[src/rtl/temp_ctrl_pkg.sv]
// Shared types and defaults for the temperature sample sequencer.
package temp_ctrl_pkg;

    localparam int DW_DEF = 3;
    localparam int CNT_W  = 8;

    typedef enum logic [1:0] {
        IDLE = 2'd0,
        REQ  = 2'd1,
        WAIT = 2'd2,
        LOAD = 2'd3
    } state_t;

endpackage

[src/rtl/temp_sample_ctrl_if.sv]
// Sensor request/response bundle between the sequencer and the sensor front end.
// Handshake: the controller raises sns_req and holds it until the sensor presents
// sns_dato with sns_rdy=1 for one cycle; sns_rdy is only honoured while a request is open.
interface temp_sample_ctrl_if #(
    parameter int DW = 3
);
    logic          sns_req;
    logic          sns_rdy;
    logic [DW-1:0] sns_dato;

    modport master (output sns_req, input sns_rdy, input sns_dato);
    modport slave  (input sns_req, output sns_rdy, output sns_dato);
endinterface

[src/rtl/tick_gen.sv]
// Free-running sample period counter; emits a one-cycle tick on its last count.
module tick_gen #(
    parameter int PERIOD = 100000
) (
    input  logic clk,
    input  logic EN,
    input  logic run,
    output logic tick
);
    localparam int            CW   = $clog2(PERIOD);
    localparam logic [CW-1:0] LAST = CW'(PERIOD - 1);

    logic [CW-1:0] cnt;

    always_ff @(posedge clk) begin
        if (!EN) begin
            cnt <= '0;
        end else if (!run || (cnt == LAST)) begin
            cnt <= '0;
        end else begin
            cnt <= cnt + CW'(1);
        end
    end

    assign tick = run && (cnt == LAST);
endmodule

[src/rtl/temp_sample_ctrl.sv]
// Periodic sampling sequencer: launches sensor requests, loads the answered code into
// the temperature register with a one-cycle strobe, and flags timeouts and overruns.
module temp_sample_ctrl
    import temp_ctrl_pkg::*;
#(
    parameter int PERIOD  = 100000,
    parameter int TIMEOUT = 1000,
    parameter int DW      = DW_DEF
) (
    input  logic                  clk,
    input  logic                  EN,
    input  logic                  run,
    input  logic                  clr_err,
    temp_sample_ctrl_if.master    sns,
    output logic                  leer,
    output logic [DW-1:0]         dato,
    output logic                  busy,
    output logic                  timeout_err,
    output logic                  overrun,
    output logic [CNT_W-1:0]      sample_cnt,
    output state_t                fsm_state
);
    localparam int            TW    = $clog2(TIMEOUT);
    localparam logic [TW-1:0] TLAST = TW'(TIMEOUT - 1);

    logic             tick;
    logic             pending;
    logic [TW-1:0]    tcnt;
    state_t           state, state_next;
    logic [TW-1:0]    tcnt_next;
    logic [DW-1:0]    dato_next;
    logic [CNT_W-1:0] cnt_next;
    logic             err_set;
    logic             consume;

    tick_gen #(.PERIOD(PERIOD)) u_tick (
        .clk  (clk),
        .EN   (EN),
        .run  (run),
        .tick (tick)
    );

    always_comb begin
        state_next = state;
        tcnt_next  = tcnt;
        dato_next  = dato;
        cnt_next   = sample_cnt;
        err_set    = 1'b0;
        consume    = 1'b0;
        case (state)
            IDLE: begin
                if (pending) begin
                    state_next = REQ;
                    consume    = 1'b1;
                end
            end
            REQ: begin
                tcnt_next  = '0;
                state_next = WAIT;
            end
            WAIT: begin
                // A response on the final wait cycle still counts as on time.
                if (sns.sns_rdy) begin
                    dato_next  = sns.sns_dato;
                    state_next = LOAD;
                end else if (tcnt == TLAST) begin
                    err_set    = 1'b1;
                    state_next = IDLE;
                end else begin
                    tcnt_next = tcnt + TW'(1);
                end
            end
            LOAD: begin
                cnt_next   = sample_cnt + CNT_W'(1);
                state_next = IDLE;
            end
            default: state_next = IDLE;
        endcase
    end

    always_ff @(posedge clk) begin
        if (!EN) begin
            state       <= IDLE;
            tcnt        <= '0;
            pending     <= 1'b0;
            dato        <= '0;
            sample_cnt  <= '0;
            timeout_err <= 1'b0;
            overrun     <= 1'b0;
        end else begin
            state      <= state_next;
            tcnt       <= tcnt_next;
            dato       <= dato_next;
            sample_cnt <= cnt_next;
            if (!run || consume) begin
                pending <= 1'b0;
            end else if (tick) begin
                pending <= 1'b1;
            end
            // Setting an error takes priority over a simultaneous clear.
            if (err_set) begin
                timeout_err <= 1'b1;
            end else if (clr_err) begin
                timeout_err <= 1'b0;
            end
            if (tick && pending) begin
                overrun <= 1'b1;
            end else if (clr_err) begin
                overrun <= 1'b0;
            end
        end
    end

    assign sns.sns_req = (state == REQ) || (state == WAIT);
    assign leer        = (state == LOAD);
    assign busy        = (state != IDLE);
    assign fsm_state   = state;
endmodule

[src/flat_wrapper.sv]
// flat-port wrapper written by rule: the top's interface ports become plain ports
module temp_sample_ctrl_flat import temp_ctrl_pkg::*;
#(
    parameter int PERIOD  = 100000,
    parameter int TIMEOUT = 1000,
    parameter int DW      = DW_DEF
)
  (clk, EN, run, clr_err, leer, dato, busy, timeout_err, overrun, sample_cnt, fsm_state, sns_sns_req, sns_sns_rdy, sns_sns_dato);
  temp_sample_ctrl_if #(.DW(DW)) sns_i ();
  input  logic clk;
  input  logic EN;
  input  logic run;
  input  logic clr_err;
  output logic leer;
  output logic [DW-1:0] dato;
  output logic busy;
  output logic timeout_err;
  output logic overrun;
  output logic [CNT_W-1:0] sample_cnt;
  output state_t fsm_state;
  output wire logic [$bits(sns_i.sns_req)-1:0] sns_sns_req;
  input wire logic [$bits(sns_i.sns_rdy)-1:0] sns_sns_rdy;
  input wire logic [$bits(sns_i.sns_dato)-1:0] sns_sns_dato;
  assign sns_sns_req = sns_i.sns_req;
  assign sns_i.sns_rdy = sns_sns_rdy;
  assign sns_i.sns_dato = sns_sns_dato;
  temp_sample_ctrl #(.PERIOD(PERIOD), .TIMEOUT(TIMEOUT), .DW(DW)) u_core (.clk(clk), .EN(EN), .run(run), .clr_err(clr_err), .sns(sns_i), .leer(leer), .dato(dato), .busy(busy), .timeout_err(timeout_err), .overrun(overrun), .sample_cnt(sample_cnt), .fsm_state(fsm_state));
endmodule
[config.mk]
export PLATFORM = sky130hd
export DESIGN_NAME = temp_sample_ctrl_flat
export DESIGN_NICKNAME = d
export VERILOG_FILES = /design/src/rtl/temp_ctrl_pkg.sv /design/src/rtl/temp_sample_ctrl_if.sv /design/src/rtl/tick_gen.sv /design/src/rtl/temp_sample_ctrl.sv /design/src/flat_wrapper.sv
export SDC_FILE = /design/constraint.sdc
export NUM_CORES = 1
export LEC_CHECK = 0
export BUFFER_PORTS_ARGS = -buffer_cell sky130_fd_sc_hd__buf_2
export CORE_UTILIZATION = 57
export CTS_CLUSTER_DIAMETER = 60
export DETAILED_ROUTE_END_ITERATION = 10
export PLACE_DENSITY_LB_ADDON = 0.12
export SETUP_SLACK_MARGIN = 0.02
export SLEW_MARGIN = 10
export SYNTH_ARGS = -nofsm -noshare
export SYNTH_HDL_FRONTEND = slang
export SYNTH_SLANG_ARGS = --single-unit
[constraint.sdc]
create_clock -name clk -period 1.86 [get_ports clk]
set_input_delay 0 -clock clk [delete_from_list [all_inputs] [get_ports clk]]
set_output_delay 0 -clock clk [all_outputs]
set_load 0.02 [all_outputs]
==> results.cfg <==
[status]
outcome = completed

[cts]
cts-buffers-inserted = 5
clk_pin_slew_worst_paths_ns = 0.08
post-cts-setup-buffers = 0
clk_path_buf_depth = 2
numClockSinks = 43
cts_root_buffer = clkbuf_8
worstSkewPairLatency_ns = 0.29
htreeDepth = 2
cts_tree = done

[finish]
diodes = 0
finalNetCount = 277
final_cells = 308
drive_gt1_frac = 0.195
syn2layout_area_growth_pct = 13.1
final_common_cell = dfxtp_1
fin_util = 0.701
fill_cells = 306
final_area_um2 = 2430
final_cell_mix = 43 x dfxtp_1, 27 x nor2_1, 25 x nand2_1, 25 x buf_2, 21 x xnor2_1

[placed_design]
place.port_buffers = 25
dpl_worst_slack_ns = 0.0560
post_dp_cell_area_um2 = 2300
hpwl_um = 2840
placedCellCount = 296
place.gp.congestion = 0.769

[global_routing]
grt_pass1_wl_um = 7010
grt_overflow = 0
track_usage = 0.220
antenna_found_initial = 0
grt_max_degree = 23
grt_pass1_vias = 1607

[routing]
drc = 0
wl_per_cell_um = 12.6
wirelength_um = 3870
ant_nets = 0
first_iter_violations = 85
num_vias = 1607
routed_via_density = 5.22
first_pass_iters = 4

[critical_path]
worstPathRequired_ns = 2.04
critical-path-max-stage-delay_ns = 0.37
timing.rr.start = u_core.fsm_state[0]
regToRegEndpoint = u_core.tcnt[9]
cp_cell_sequence = inv_1 -> ha_1 -> nand2b_1 -> buf_4 -> a2111oi_4 -> xnor2_1 -> nor2_1
reg2regPathDepth = 7
path_class = register to register
worst_setup_path_end_kind = register
cp_slowest_cell = a2111oi_4
path_delay_family = compound AO/OA/AOI/OAI gates
arrival_ns = 1.82
cp-start-kind = register
critical_path_buf_inv_count = 2
critical_path_peak_fanout = 10
r2r_slack_ns = 0.23

[worst_hold_path]
hp-class = primary input to register
hp-start = clr_err
whs_path_depth = 3
worstHoldEndpoint = u_core.timeout_err

[timing]
final.setup.tns_ns = 0
whs_ns = 0.0392
slew_headroom = 0.720
max_freq_mhz = 613
grt_setup_unrepaired = no
finalCritPeriodShare = 0.877
tightest_slew_ns = 0.414
fin_crit_ns = 1.63
clock_skew_ns = 0.00307
finalSetupViolCount = 0
slew_violations = 0
hold_viol_final = 0
setup_ws_ns = 0.228

[floorplanning]
rows = 21
die_h_um = 63.4
initial_core_util = 0.620
dieArea_um2 = 4020
die_x_um = 63.4
ios = 26
core_area_um2 = 3470

[synthesis]
synth_nets = 246
synthesis.area_um2 = 2150
synth_seq_cells = 43
syn_inst = 230
seq_area_frac_synth = 0.400
ys_warn_count = 0
netlist-cell-type-count = 39
synth_area_per_cell_um2 = 9.35

[power_and_ir_drop]
powerDensity_nw_per_um2 = 629
power_mw = 1.53
power_switching_uw = 326
p_int_mw = 1.20
pwr-share-seq = 0.604
pwr-share-clk = 0.370
combinationalPowerShare = 0.026
switching_share = 0.213
ir_worst_vdd_uv = 402
p_leak_nw = 0.900

[run]
max-cap-violations = 0
[timing repair]
item | in CTS | in global routing
hold buffers | 4 | 0
endpoints found under the setup margin | 0 | 5
resized for setup | 0 | 2
endpoints found under the hold margin | 4 | 0
[worst max-delay path by stage]
stage / start / end / slack [ns] / cells past startpoint
2_1_floorplan: u_core.fsm_state[1] / u_core.sample_cnt[7] / 0.1 / 5
3_3_place_gp: u_core.fsm_state[0] / u_core.tcnt[7] / 0.16 / 6
3_5_place_dp: u_core.fsm_state[0] / u_core.tcnt[9] / 0.06 / 6
4_1_cts: u_core.fsm_state[0] / u_core.tcnt[9] / 0.05 / 6
5_1_grt: u_core.fsm_state[0] / u_core.tcnt[9] / 0.07 / 7
6_report: u_core.fsm_state[0] / u_core.tcnt[9] / 0.23 / 7
[final cells by class]
type                    count  area [µm²]  share of cell area
clock inverters             1        5.00             0.00206
flip-flops and latches     43         861               0.354
clock buffers               7        76.3              0.0314
multi-input cells         170        1210               0.499
repair buffers             31         180              0.0741
inverters                  10        37.5              0.0154
well taps                  46        57.6              0.0237
[flip-flops by register name, summed over array words and instances (netlist names)]
register and cells:
u_core.dato 3, u_core.fsm_state 2, u_core.overrun 1, u_core.pending 1, u_core.sample_cnt 8, u_core.tcnt 10
u_core.timeout_err 1, u_core.u_tick.cnt 17
[Yosys cell counts, drive strengths merged]
master | n | area, µm²
a21oi | 1 | 5.00
and4bb | 3 | 37.5
nor2 | 29 | 114
or3 | 3 | 18.8
mux2i | 4 | 40.0
xor2 | 6 | 52.6
xnor2 | 21 | 184
a32o | 1 | 10.0
nand3 | 11 | 72.6
clkbuf | 2 | 7.51
nor2b | 2 | 12.5
ha | 8 | 100
o21ai | 4 | 20.0
nand2b | 3 | 18.8
a21boi | 5 | 37.5
and2 | 8 | 50.1
dfxtp | 43 | 861
inv | 10 | 37.5
nand2 | 25 | 93.8
a31oi | 2 | 27.5
nor4 | 5 | 50.1
and4 | 2 | 17.5
nor4b | 1 | 8.76
o22ai | 3 | 18.8
nand4 | 11 | 93.8
a211oi | 4 | 35.0
nor3 | 4 | 20.0
buf | 5 | 37.5
and3 | 2 | 12.5
a2111oi | 2 | 55.1
[layer usage]
metal / global-route usage / vias to the layer above / part of all wire
met5: 0 / - / 0
met4: 0.0682 / 0 / 0.015
met3: 0.0543 / 6 / 0.027
met2: 0.388 / 18 / 0.49
met1: 0.258 / 732 / 0.46
li1: - / 851 / -
[worst min-delay path: cells and delay by family]
kind	cells	cell delay [ns]
AOI/OAI and AO/OA	1	0.06
buffers and inverters	1	0.09
and+or+nand+nor	1	0.14
[power by group through the flow]
stage | Combinational [mW] | Clock [mW] | Sequential, mW
2_1_floorplan | 0.0206 | 0 | 0.945
3_3_place_gp | 0.0337 | 0 | 0.945
3_5_place_dp | 0.0335 | 0 | 0.945
4_1_cts | 0.0399 | 0.589 | 0.923
5_1_grt | 0.0441 | 0.626 | 0.924
6_report | 0.0393 | 0.565 | 0.924
[cell families (layout without fill, tap and decap cells)]
group	after synthesis	count (layout)	synth area share
AO/OA/AOI/OAI	22	22	0.0972
XOR/XNOR	27	27	0.110
adder cells (fa/ha/maj)	8	8	0.0466
buffers and inverters	17	49	0.0384
flip-flops	43	43	0.400
multiplexers	4	4	0.0186
AND/OR/NAND/NOR	109	109	0.289
(Power assumes the default switching activity.)
